==> config.mk <==
export PLATFORM = sky130hd
export DESIGN_NAME = neander_uart_loader
export DESIGN_NICKNAME = d
export VERILOG_FILES = /design/src/rtl/neander_uart_loader.sv
export SDC_FILE = /design/constraint.sdc
export NUM_CORES = 1
export LEC_CHECK = 0
export BUFFER_PORTS_ARGS = -buffer_cell sky130_fd_sc_hd__buf_2
export CAP_MARGIN = 20
export CORE_MARGIN = 2
export CORE_UTILIZATION = 45
export DETAILED_ROUTE_END_ITERATION = 10
export RECOVER_POWER = 50
export SLEW_MARGIN = 30
export SYNTH_ARGS = -nofsm -noshare
export SYNTH_HDL_FRONTEND = slang
export SYNTH_SLANG_ARGS = --single-unit
==> constraint.sdc <==
create_clock -name clk -period 2.1 [get_ports clk]
set_input_delay 0.21 -clock clk [delete_from_list [all_inputs] [get_ports clk]]
set_output_delay 0.21 -clock clk [all_outputs]
set_load 0.03 [all_outputs]
==> src/rtl/neander_uart_loader.sv <==
// UART (8N1) program loader: receives "A5 addr len data... [csum]" frames and writes them into RAM.
// Optional checksum byte and verification enabled by defining LOADER_CHECKSUM_EN.
module neander_uart_loader #(
    parameter int CLKS_PER_BIT   = 16,
    parameter int TIMEOUT_CYCLES = 65535
) (
    input  logic       clk,
    input  logic       reset,
    input  logic       uart_rx,
    output logic       mem_load_en,
    output logic [7:0] mem_load_addr,
    output logic [7:0] mem_load_data,
    output logic       cpu_hold,
    output logic       load_done,
    output logic       load_err,
    output logic       busy
);

    localparam int CW = $clog2(CLKS_PER_BIT);
    localparam int TW = $clog2(TIMEOUT_CYCLES + 1);
    localparam logic [CW-1:0] HALF = CW'(CLKS_PER_BIT / 2 - 1);
    localparam logic [CW-1:0] FULL = CW'(CLKS_PER_BIT - 1);
    localparam logic [TW-1:0] TMAX = TW'(TIMEOUT_CYCLES - 1);
    localparam logic [7:0]    SYNC_BYTE = 8'hA5;

    localparam logic [1:0] R_IDLE  = 2'd0;
    localparam logic [1:0] R_START = 2'd1;
    localparam logic [1:0] R_DATA  = 2'd2;
    localparam logic [1:0] R_STOP  = 2'd3;

    localparam logic [2:0] P_SYNC = 3'd0;
    localparam logic [2:0] P_ADDR = 3'd1;
    localparam logic [2:0] P_LEN  = 3'd2;
    localparam logic [2:0] P_DATA = 3'd3;
`ifdef LOADER_CHECKSUM_EN
    localparam logic [2:0] P_CSUM = 3'd4;
`endif

    // ---------------- receiver ----------------
    logic          rx_s1_q, rx_s2_q, rx_prev_q;
    logic [1:0]    r_state_q, r_state_d;
    logic [CW-1:0] r_cnt_q, r_cnt_d;
    logic [2:0]    r_bit_q, r_bit_d;
    logic [7:0]    r_shift_q, r_shift_d;
    logic          byte_valid_q, byte_valid_d;
    logic          frame_err_q, frame_err_d;

    always_comb begin
        r_state_d    = r_state_q;
        r_cnt_d      = r_cnt_q;
        r_bit_d      = r_bit_q;
        r_shift_d    = r_shift_q;
        byte_valid_d = 1'b0;
        frame_err_d  = 1'b0;
        case (r_state_q)
            R_IDLE: begin
                r_cnt_d = '0;
                if (rx_prev_q && !rx_s2_q) r_state_d = R_START;
            end
            R_START: begin
                if (r_cnt_q == HALF) begin
                    // A start bit that is high again at mid-bit is a glitch.
                    r_cnt_d   = '0;
                    r_bit_d   = '0;
                    r_state_d = rx_s2_q ? R_IDLE : R_DATA;
                end else begin
                    r_cnt_d = r_cnt_q + 1'b1;
                end
            end
            R_DATA: begin
                if (r_cnt_q == FULL) begin
                    r_cnt_d   = '0;
                    r_shift_d = {rx_s2_q, r_shift_q[7:1]};
                    r_bit_d   = r_bit_q + 1'b1;
                    if (r_bit_q == 3'd7) r_state_d = R_STOP;
                end else begin
                    r_cnt_d = r_cnt_q + 1'b1;
                end
            end
            R_STOP: begin
                if (r_cnt_q == FULL) begin
                    r_state_d    = R_IDLE;
                    byte_valid_d = rx_s2_q;
                    frame_err_d  = !rx_s2_q;
                end else begin
                    r_cnt_d = r_cnt_q + 1'b1;
                end
            end
            default: r_state_d = R_IDLE;
        endcase
    end

    always_ff @(posedge clk) begin
        if (!reset) begin
            rx_s1_q      <= 1'b1;
            rx_s2_q      <= 1'b1;
            rx_prev_q    <= 1'b1;
            r_state_q    <= R_IDLE;
            r_cnt_q      <= '0;
            r_bit_q      <= '0;
            r_shift_q    <= '0;
            byte_valid_q <= 1'b0;
            frame_err_q  <= 1'b0;
        end else begin
            rx_s1_q      <= uart_rx;
            rx_s2_q      <= rx_s1_q;
            rx_prev_q    <= rx_s2_q;
            r_state_q    <= r_state_d;
            r_cnt_q      <= r_cnt_d;
            r_bit_q      <= r_bit_d;
            r_shift_q    <= r_shift_d;
            byte_valid_q <= byte_valid_d;
            frame_err_q  <= frame_err_d;
        end
    end

    // ---------------- frame protocol ----------------
    // r_shift_q is stable from the stop sample until the next frame's first data bit.
    logic [7:0]    rx_byte;
    logic [2:0]    p_state_q, p_state_d;
    logic [7:0]    addr_q, addr_d;
    logic [8:0]    rem_q, rem_d;
    logic [TW-1:0] timer_q, timer_d;
    logic          wr_en_q, wr_en_d;
    logic [7:0]    wr_addr_q, wr_addr_d;
    logic [7:0]    wr_data_q, wr_data_d;
    logic          hold_q, hold_d;
    logic          done_q, done_d;
    logic          err_q, err_d;
`ifdef LOADER_CHECKSUM_EN
    logic [7:0]    sum_q, sum_d;
`else
    logic          pend_q, pend_d;
`endif

    assign rx_byte = r_shift_q;

    always_comb begin
        p_state_d = p_state_q;
        addr_d    = addr_q;
        rem_d     = rem_q;
        wr_en_d   = 1'b0;
        wr_addr_d = wr_addr_q;
        wr_data_d = wr_data_q;
        hold_d    = hold_q;
        done_d    = done_q;
        err_d     = err_q;
`ifdef LOADER_CHECKSUM_EN
        sum_d     = sum_q;
`else
        pend_d    = 1'b0;
`endif
        if (p_state_q == P_SYNC || byte_valid_q) timer_d = '0;
        else                                     timer_d = timer_q + 1'b1;

        case (p_state_q)
            P_SYNC: begin
                if (byte_valid_q && rx_byte == SYNC_BYTE) begin
                    done_d    = 1'b0;
                    err_d     = 1'b0;
                    hold_d    = 1'b1;
                    p_state_d = P_ADDR;
                end
            end
            P_ADDR: begin
                if (byte_valid_q) begin
                    addr_d    = rx_byte;
                    p_state_d = P_LEN;
                end
            end
            P_LEN: begin
                if (byte_valid_q) begin
                    rem_d     = (rx_byte == 8'd0) ? 9'd256 : {1'b0, rx_byte};
`ifdef LOADER_CHECKSUM_EN
                    sum_d     = '0;
`endif
                    p_state_d = P_DATA;
                end
            end
            P_DATA: begin
                if (byte_valid_q) begin
                    wr_en_d   = 1'b1;
                    wr_addr_d = addr_q;
                    wr_data_d = rx_byte;
                    addr_d    = addr_q + 1'b1;
                    rem_d     = rem_q - 1'b1;
`ifdef LOADER_CHECKSUM_EN
                    sum_d     = sum_q + rx_byte;
                    if (rem_q == 9'd1) p_state_d = P_CSUM;
`else
                    if (rem_q == 9'd1) begin
                        p_state_d = P_SYNC;
                        pend_d    = 1'b1;
                    end
`endif
                end
            end
`ifdef LOADER_CHECKSUM_EN
            P_CSUM: begin
                if (byte_valid_q) begin
                    if (rx_byte == sum_q) begin
                        done_d = 1'b1;
                        hold_d = 1'b0;
                    end else begin
                        err_d  = 1'b1;
                    end
                    p_state_d = P_SYNC;
                end
            end
`endif
            default: p_state_d = P_SYNC;
        endcase

        // Aborts only apply mid-frame; bytes already written are left in RAM.
        if (p_state_q != P_SYNC && (frame_err_q || timer_q == TMAX)) begin
            err_d     = 1'b1;
            done_d    = 1'b0;
            hold_d    = 1'b1;
            p_state_d = P_SYNC;
        end

`ifndef LOADER_CHECKSUM_EN
        // Release the CPU the cycle after the final write strobe.
        if (pend_q) begin
            done_d = 1'b1;
            hold_d = 1'b0;
        end
`endif
    end

    always_ff @(posedge clk) begin
        if (!reset) begin
            p_state_q <= P_SYNC;
            addr_q    <= '0;
            rem_q     <= '0;
            timer_q   <= '0;
            wr_en_q   <= 1'b0;
            wr_addr_q <= '0;
            wr_data_q <= '0;
            hold_q    <= 1'b1;
            done_q    <= 1'b0;
            err_q     <= 1'b0;
`ifdef LOADER_CHECKSUM_EN
            sum_q     <= '0;
`else
            pend_q    <= 1'b0;
`endif
        end else begin
            p_state_q <= p_state_d;
            addr_q    <= addr_d;
            rem_q     <= rem_d;
            timer_q   <= timer_d;
            wr_en_q   <= wr_en_d;
            wr_addr_q <= wr_addr_d;
            wr_data_q <= wr_data_d;
            hold_q    <= hold_d;
            done_q    <= done_d;
            err_q     <= err_d;
`ifdef LOADER_CHECKSUM_EN
            sum_q     <= sum_d;
`else
            pend_q    <= pend_d;
`endif
        end
    end

    assign mem_load_en   = wr_en_q;
    assign mem_load_addr = wr_addr_q;
    assign mem_load_data = wr_data_q;
    assign cpu_hold      = hold_q;
    assign load_done     = done_q;
    assign load_err      = err_q;
    assign busy          = (p_state_q != P_SYNC);

endmodule

==> results of run 1 <==
[worst paths after layout]
| path | from | end | slack [ns] | depth (start not counted) |
|---|---|---|---|---|
| min | uart_rx | rx_s1_q$_SDFF_PN1_ | 0.03 | 2 |
| max reg2reg | p_state_q[1]$_SDFFE_PP0P_ | addr_q[7]$_SDFFE_PN0P_ | 0.34 | 6 |
| min reg2reg | rx_s1_q$_SDFF_PN1_ | rx_s2_q$_SDFF_PN1_ | 0.42 | 1 |
| max | p_state_q[1]$_SDFFE_PP0P_ | addr_q[7]$_SDFFE_PN0P_ | 0.34 | 6 |
[registers in the layout, summed over array words and instances, names as in the netlist, 2 cells and up, named ones only]
| signal | flops |
|---|---|
| mem_load_addr | 8 |
| p_state_q | 2 |
| timer_q | 16 |
| r_cnt_q | 4 |
| r_shift_q | 8 |
| addr_q | 8 |
| mem_load_data | 8 |
| rem_q | 9 |
| r_bit_q | 3 |
[per-layer routing]
layer | track usage | part of all wire | routed length, um
met3 | 0.0415 | 0.052 | 428
met5 | 0 | 0 | 0
met1 | 0.273 | 0.49 | 4020
met2 | 0.309 | 0.44 | 3610
met4 | 0.0676 | 0.015 | 125
[power groups by stage]
stage	Combinational, W	Clock, W	Sequential [W]
6_report	0.000135	0.00123	0.00150
5_1_grt	0.000152	0.00131	0.00150
4_1_cts	0.000140	0.00125	0.00150
3_5_place_dp	0.000139	0	0.00154
3_3_place_gp	0.000138	0	0.00154
2_1_floorplan	0.000107	0	0.00153
[Yosys cell counts (2+ instances only)]
library cell and number:
a31oi_1 6, dfxtp_1 78, nand2b_1 10, nand3_1 13, and2_1 5, o221a_2 6, nand4_1 13, nor2_1 41
a21boi_0 2, o21ba_2 2, a21o_1 4, nand4b_1 3, ha_1 12, nor4_4 2, inv_1 12, nand3b_1 3
and4_1 5, a41oi_1 2, o21ai_0 25, o21a_1 2, o21ai_1 2, clkbuf_1 18, nand2_1 67, o22a_1 2
buf_2 10, a211oi_1 4, and3_1 3, nor2b_1 2, a21oi_1 47, mux2i_1 2, xnor2_1 2, xor2_1 10
or3_1 3, nor3_1 5
[cell families after synthesis]
family,after synthesis
compound gates,118
fa+ha+maj,12
xor+xnor,12
flops,78
buf+inv,43
simple gates,181
mux,2
[final cells by class]
type	instances	area (um^2)
clock inverters	6	87.6
well taps	102	128
repair buffers	38	191
multi-input cells	325	1940
inverters	13	48.8
fillers	826	3770
flip-flops and latches	78	1560
clock buffers	9	124
[per-stage QoR]
step | total power (W) | worst slack [ns] | area, um^2 | utilization
after global routing | 0.00296 | 0.230 | 4080 | 0.520
final | 0.00287 | 0.343 | 4080 | 0.520
after global placement | 0.00167 | 0.426 | 3910 | 0.498
after CTS | 0.00289 | 0.350 | 4120 | 0.525
after floorplan | 0.00164 | 0.431 | 3680 | -
after detailed placement | 0.00168 | 0.386 | 3910 | 0.498
==> metrics.txt, run 1 <==
outcome finished, final reports clean; drt drc 0; DR pass1 iterations 4; CP max FO 19; total power per unit cell area 703 nW/um^2; gr usage total 0.198; Layout area overhead 10.8%; maximum vdd ir drop approximately 390 uV; Tightest Pin Transition around 0.84 ns; CP Class flop to flop; Synth Area in XOR/XNOR 0.0285; Seq pwr share 0.523; Sw Share 0.234; remaining antenna violation count after routing 0; number of synthesized register bits 78; dpl hpwl around 5500 um; mux cell area share after synthesis 0.00543; Root Driver clkbuf_8; initial DRC count approximately 150; CP bufs+invs 2; Crit-path slowest cell dfxtp_1; CTS H-tree depth 3; post-synthesis cell type count 57; layout cells sized above 1 0.0981; antenna fix cells 0; largest net degree at the start of global routing 45; main area contributors after synthesis dfxtp_1, nand2_1, a21oi_1; adder and majority gate portion of the synthesized area 0.0408; Final Hold Fails 0; worst min path class primary input to flop; Internal between 0.002 and 0.0025 W; endpoints failing setup 0; Fin Hold WS 0.0311 ns; final net count 480; DR vias/cell roughly 5.5; CP Capture Type flop; clk slew on worst S/H paths around 0.08 ns; initial antenna violation count 0; biggest cell delay along the critical path 0.37 ns; non-filler instance count after layout 571; critical path's most frequent cell buf_4; Clock Sinks between 70 and 80; clk buf depth 2; row count 32; total number of vias ~3200; routed wire length 8180 um; die height roughly 94 um; top_reg_cell synth dfxtp_1; initial core utilization 0.469; syn avg cell area a little over 8 um^2; most frequent cells in the layout dfxtp_1, nand2_1, a21oi_1; CTS tree done; I/O pin total 24; gr ovfl total 0; Synth area leader dfxtp_1; global-route wire length before repair around 14000 um; routability congestion estimate from global placement 0.792; die area slightly below 9000 um^2; setup repair bufs after CTS 0; wire length per cell approximately 14 um; Fin Clk Skew between 0.007 and 0.008 ns; ys async rst share 0; Synth Area in Compound Gates 0.207; CTS Hold Bufs 0; largest family of logic cells by synthesized area simple AND/OR/NAND/NOR gates; Syn Inst Count between 400 and 500; combinational share of power 0.047; relative max-transition margin 0.438; IO Port Bufs 23; total core area roughly 7800 um^2; Die Width 94.5 um; CP delay by family, top compound AO/OA/AOI/OAI gates; Req. time, crit path about 2.4 ns; Worst-Skew Late Latency between 0.3 and 0.4 ns; number of synthesized flops with an enable pin 0; RSZ-0062 raised after global routing no; setup_tns 0 ns; Yosys warning count 0; critical path startpoint category flop; # resized after CTS 0; CTS Buf Count 9; Max Slew Vio Count 0; fin crit share 0.837; Post-Synthesis Cell Area between 3000 and 4000 um^2; most common cell after layout, fill and taps aside dfxtp_1; Fmax 569 MHz; number of global-route vias before repair 2930; Seq/Total Area, Yosys 0.424; fraction of the mapped netlist area in simple logic gates 0.246; Worst EP arrival between 2 and 2.5 ns; placed cells 556; sw power between 0.0006 and 0.0007 W; Synth top area share 0.424; post-synth net total 461; Final min period between 1.5 and 2 ns; clock power share 0.430; static leakage 1.39 nW; CP Cell Sequence ha_1 -> buf_4 -> buf_4 -> nand4_1 -> o22a_1 -> o221a_2; maxcap violations 0
Power figures use the tool's default switching activity.
==> inputs of run 2 (changes only) <==
Settings changed: ABC_AREA from default to 1.
Clock period 2.1 ns to 1.7 ns, I/O delays scaled along.
==> run 2 against run 1 <==
  * Combinational power decreased by 3%
  * Sequential cell count is the same
  * Wire length decreased by 7.4%
  * Synthesized area is 2.5% lower
  * Critical path depth down 2
  * Largest power group unchanged
  * Non-clock buffer count decreased by 7
==> metrics.txt, run 2 <==
dpl hpwl 5470 um (-0.43%); outcome finished, final reports clean; post-synthesis cell type count 36 (-37%); endpoints failing setup 0 (unchanged); CP Capture Type primary output; largest registers timer_q: 16 flops, rem_q: 9 flops; RSZ-0062 raised after global routing no; total number of vias 3095 (-2.2%); initial core utilization 0.465 (-0.00469); CP max FO 5 (-14); Yosys warning count 0 (unchanged); Seq/Total Area, Yosys 0.435 (+0.0109); global-route wire length before repair 12900 um (-7.7%); row count 32 (unchanged); drt drc 0 (unchanged); most frequent cells in the layout dfxtp_1, nand2_1, nor2_1; max reg flops 16 (unchanged); RR Endpoint r_shift_q[1]$_SDFFE_PN0P_; Final Hold Fails 0 (unchanged); number of global-route vias before repair 2924 (-0.20%); Clock Sinks 78 (unchanged); Synth area leader dfxtp_1; CTS Buf Count 9 (unchanged); main area contributors after synthesis dfxtp_1, o21ai_0, nand2_1; gr ovfl total 0 (unchanged); relative max-transition margin 0.689 (+0.251); most frequent cell after synthesis dfxtp_1; number of synthesized flops with an enable pin 0 (unchanged); hold path endpoint rem_q[5]$_SDFFE_PN0P_; reg-to-reg startpoint r_cnt_q[0]$_SDFFE_PN0P_; Layout area overhead 12.0%; routability congestion estimate from global placement 0.820 (+3.5%); post-synth net total 497 (+7.8%); clk buf depth 2 (unchanged); Tightest Pin Transition 0.463 ns (-0.380 ns); Final min period around 1.5 ns; DR pass1 iterations 4 (unchanged); Hold Path Stages 3 (+1); Max Slew Vio Count 0 (unchanged); top_reg_cell synth dfxtp_1; remaining antenna violation count after routing 0 (unchanged); syn avg cell area 7.45 um^2 (-9.8%); wire length per cell 12.3 um (-14%); clk slew on worst S/H paths 0.08 ns (about the same); Worst-Skew Late Latency 0.35 ns (about the same); Worst EP arrival 1.36 ns (-0.65 ns); ys async rst share 0 (unchanged); number of synthesized register bits 78 (unchanged); layout cells sized above 1 0.103 (+0.00483); CTS H-tree depth 3 (unchanged); die area 8710 um^2 (-2.4%); maximum vdd ir drop 348 uV (-12%); Root Driver clkbuf_8; maxcap violations 0 (unchanged); static leakage 1.54 nW (+11%); Synth top area share 0.435 (+0.0109); IO Port Bufs 23 (unchanged); Fin Clk Skew 0.0124 ns (+0.00450 ns); Syn Inst Count 482 (+8.1%); fin crit share 0.900; Die Width 93.3 um (-1.2%); Worst R2R Path Depth 8 (+2); CP Class flop to primary output; initial DRC count 132 (-11%); routed wire length 7570 um (-7.4%); Fmax between 600 and 700 MHz; R2R Setup Slk 0.17 ns (-0.17 ns); worst min path class primary input to flop; Req. time, crit path 1.53 ns (-0.82 ns); total core area 7730 um^2 (-1.5%); gr usage total 0.186 (-0.0125); initial antenna violation count 0 (unchanged); final net count 525 (+9.4%); antenna fix cells 0 (unchanged); setup repair bufs after CTS 0 (unchanged); commonest cells in the netlist dfxtp_1, nand2_1, nor2_1; Hold Path Origin reset; setup_tns 0 ns (unchanged); critical path startpoint category flop; most common cell after layout, fill and taps aside dfxtp_1; Post-Synthesis Cell Area 3590 um^2 (-2.5%); DR vias/cell 5.02 (-9.5%); total power per unit cell area 890 nW/um^2 (+27%); largest net degree at the start of global routing 45 (unchanged); Most flops, register timer_q; die height 93.3 um (-1.2%); CTS tree done; total power 0.00358 W (+25%); I/O pin total 24 (unchanged)
## run 2: how the worst max path moves through the flow
stage	startpoint	to	slack, ns	depth (start not counted)
2_1_floorplan	p_state_q[0]$_SDFFE_PP0P_	rem_q[7]$_SDFFE_PN0P_	0.32	7
3_5_place_dp	p_state_q[1]$_SDFFE_PP0P_	mem_load_addr[2]$_SDFFE_PN0P_	0.07	5
5_1_grt	r_cnt_q[0]$_SDFFE_PN0P_	r_shift_q[1]$_SDFFE_PN0P_	0.01	8
4_1_cts	p_state_q[1]$_SDFFE_PP0P_	mem_load_data[2]$_SDFFE_PN0P_	0.05	5
3_3_place_gp	p_state_q[0]$_SDFFE_PP0P_	mem_load_addr[6]$_SDFFE_PN0P_	0.16	5
6_report	p_state_q[0]$_SDFFE_PP0P_	busy	0.17	4
## run 2: per-stage QoR
step	std cells	setup WS (ns)	instance area, um^2	hold WS [ns]	utilization
after global routing	617	0.0109	4020	0.202	0.520
after detailed placement	600	0.0712	3810	0.364	0.493
final	617	0.170	4020	0.169	0.520
after CTS	617	0.0513	4050	0.163	0.524
after global placement	600	0.160	3810	0.358	0.493
after floorplan	482	0.317	3590	0.277	-
## run 2: power by group
part	internal, W	leakage (nW)	switching [W]
Sequential	0.00184	0.629	0.0000110
Clock	0.000875	0.109	0.000724
Combinational	0.0000449	0.804	0.0000866
Total	0.00276	1.54	0.000822
## run 2: kinds of logic after synthesis
group,count (synthesis),synth area share
DFF,78,0.435
buffers and inverters,74,0.0843
adders and majority gates,12,0.0418
and+or+nand+nor,194,0.244
AOI/OAI and AO/OA,118,0.181
xor gates and xnor gates,6,0.0146
## run 2: cell type report
| cell class | instances | area, um^2 |
|---|---|---|
| fillers | 772 | 3710 |
| multi-input cells | 330 | 1720 |
| flip-flops and latches | 78 | 1560 |
| inverters | 60 | 225 |
| repair buffers | 31 | 153 |
| clock buffers | 10 | 138 |
| well taps | 102 | 128 |
| clock inverters | 6 | 92.6 |
## run 2: what timing repair did
| action | 4_1_cts | 5_1_grt |
|---|---|---|
| hold endpoints to repair | 1 | 0 |
| setup endpoints to repair | 0 | 16 |
| gates resized for setup | 0 | 3 |
| hold buffers | 1 | 0 |
## run 2: critical path: stages, from the launching register on
cell     delay [ns]
dfxtp_1        0.37
inv_1          0.09
ha_1           0.27
inv_1          0.10
buf_2          0.20
## run 2: metal layers
metal	part of all wire	GRT usage	routed length, um
met1	0.50	0.245	3780
met5	0	0	0
met3	0.035	0.0306	268
met4	0.0095	0.0637	72
met2	0.46	0.308	3450
==> inputs of run 3 (changes only) <==
Clock period 1.7 ns to 1.9 ns, I/O delays scaled along.
==> run 3 against run 2 <==
  * Non-clock buffer count is 2 lower
  * Total power is 13% lower
  * First-iteration DRC count is 15% higher
  * Design area is 1.4% lower
  * Wire length is 1.8% lower
  * Setup slack better by 0.048 ns
  * Sequential share of layout area is 0.56 points higher
  * Cell count is 0.32% lower
  * Highest routed layer unchanged
==> metrics.txt, run 3 (synthesis results as in run 2) <==
Sw Share 0.220 (-0.00935); maxcap violations 0 (unchanged); Worst-Skew Late Latency 0.35 ns (about the same); area occupied by multi-input gates 1710 um^2 (-0.80%); Req. time, crit path 2.18 ns (+0.65 ns); clk slew on worst S/H paths 0.08 ns (about the same); relative max-transition margin 0.470 (-0.219); Die Width 93.3 um (unchanged); fin crit share 0.885; RR Endpoint timer_q[10]$_SDFF_PP0_; DR vias/cell 5.00 (-0.39%); critical path's most frequent cell inv_1; row count 32 (unchanged); I/O pin total 24 (unchanged); gr ovfl total 0 (unchanged); Fin Hold WS 0.0381 ns (-0.131 ns); routed wire length 7440 um (-1.8%); Hold Path Stages 2 (-1); largest registers timer_q: 16 flops, rem_q: 9 flops; Max Slew Vio Count 0 (unchanged); register area 1560 um^2 (unchanged); total core area 7730 um^2 (unchanged); most common cell after layout, fill and taps aside dfxtp_1; maximum vdd ir drop 466 uV (+34%); CP bufs+invs 2 (-1); IO Port Bufs 23 (unchanged); remaining antenna violation count after routing 0 (unchanged); Crit-path slowest cell dfxtp_1; Crit. path cell count 6 (+2); layout cells sized above 1 0.0936 (-0.00935); total number of vias 3073 (-0.71%); RSZ-0062 raised after global routing no; final net count 523 (-0.38%); CP Cell Sequence inv_1 -> ha_1 -> nor3_2 -> inv_1 -> a21oi_1 -> o21a_1; CP delay by family, top flip-flops; die area 8710 um^2 (unchanged); Clock Sinks 78 (unchanged); # resized after CTS 0 (unchanged); Critical Path Start p_state_q[0]$_SDFFE_PP0P_; total power per unit cell area 783 nW/um^2 (-12%); CP Capture Point timer_q[10]$_SDFF_PP0_; initial DRC count 152 (+15%); CP Capture Type flop; setup_tns 0 ns (unchanged); Final Hold Fails 0 (unchanged); routability congestion estimate from global placement 0.859 (+4.7%); fill count 759 (-1.7%); critical path startpoint category flop; Worst R2R Path Depth 6 (-2); outcome finished, final reports clean; CTS Buf Count 9 (unchanged); combinational share of power 0.035 (-0.002); max reg flops 16 (unchanged); initial core utilization 0.465 (unchanged); clk buf depth 2 (unchanged); Internal 0.00242 W (-12%); wire length per cell 12.1 um (-1.5%); DR pass1 iterations 4 (unchanged); most frequent cells in the layout dfxtp_1, nand2_1, nor2_1; total power 0.00310 W (-13%); Fmax 595 MHz; reg-to-reg startpoint p_state_q[0]$_SDFFE_PP0P_; gr usage total 0.187 (+0.00168); dpl hpwl 5410 um (-1.0%); Layout area overhead 10.4%; sw power 0.000683 W (-17%); setup repair bufs after CTS 0 (unchanged); Seq pwr share 0.534 (+0.017); initial antenna violation count 0 (unchanged); Tightest Pin Transition 0.795 ns (+0.332 ns); CP max FO 11 (+6); Most flops, register timer_q; CTS Hold Bufs 0 (-1); CTS tree done; endpoints failing setup 0 (unchanged); die height 93.3 um (unchanged); largest net degree at the start of global routing 45 (unchanged); static leakage 1.52 nW (-1.3%); drt drc 0 (unchanged); Final min period 1.68 ns; R2R Setup Slk 0.22 ns (+0.05 ns); antenna fix cells 0 (unchanged); number of global-route vias before repair 2838 (-2.9%); global-route wire length before repair 13000 um (+0.96%); Fin Clk Skew 0.0199 ns (+0.00745 ns); clock power share 0.431 (-0.016); Worst EP arrival 1.96 ns (+0.60 ns); Root Driver clkbuf_8; biggest cell delay along the critical path 0.37 ns (about the same); worst min path class primary input to flop; CP Class flop to flop; CTS H-tree depth 3 (unchanged)
## run 3: worst register-to-register path: cells and delay by family, from the launching register on
kind / cells / cell delay [ns]
AOI/OAI and AO/OA: 2 / 0.31
adders and majority gates: 1 / 0.26
buffers and inverters: 2 / 0.35
DFF: 1 / 0.37
and+or+nand+nor: 1 / 0.34
## run 3: power groups by stage
stage                     sequential, W  clock (W)  combinational, W
after floorplan                 0.00169          0         0.0000888
final                           0.00166    0.00134          0.000110
after global routing            0.00166    0.00145          0.000127
after global placement          0.00169          0          0.000110
after detailed placement        0.00169          0          0.000112
after CTS                       0.00166    0.00137          0.000112
## run 3: final cells by class
type	instances	share of cell area
flip-flops and latches	78	0.394
clock buffers	10	0.0322
multi-input cells	330	0.432
clock inverters	6	0.0218
repair buffers	29	0.0316
inverters	60	0.0568
well taps	102	0.0322
## run 3: routing by layer
| layer | part of all wire | vias to the layer above | wire [um] | global-route usage |
|---|---|---|---|---|
| li1 | - | 1641 | - | - |
| met1 | 0.51 | 1368 | 3760 | 0.253 |
| met2 | 0.44 | 58 | 3300 | 0.298 |
| met3 | 0.040 | 6 | 297 | 0.0435 |
| met4 | 0.011 | 0 | 81 | 0.0576 |
| met5 | 0 | - | 0 | 0 |
## run 3: worst min-delay path by stage
stage,slack (ns),end,from
2_1_floorplan,0.30,rx_s1_q$_SDFF_PN1_,uart_rx
3_3_place_gp,0.38,rx_s1_q$_SDFF_PN1_,uart_rx
3_5_place_dp,0.38,rx_s1_q$_SDFF_PN1_,uart_rx
4_1_cts,0.02,rx_s1_q$_SDFF_PN1_,uart_rx
5_1_grt,0.009,rx_s1_q$_SDFF_PN1_,uart_rx
6_report,0.04,rx_s1_q$_SDFF_PN1_,uart_rx
## run 3: metrics by stage
step           worst slack (ns)   util  area (um^2)  instances
6_report                  0.218  0.513         3960        615
5_1_grt                  0.0697  0.513         3960        615
4_1_cts                   0.274  0.520         4020        615
3_5_place_dp              0.310  0.492         3800        599
3_3_place_gp              0.332  0.492         3800        599
2_1_floorplan             0.517      -         3590        482
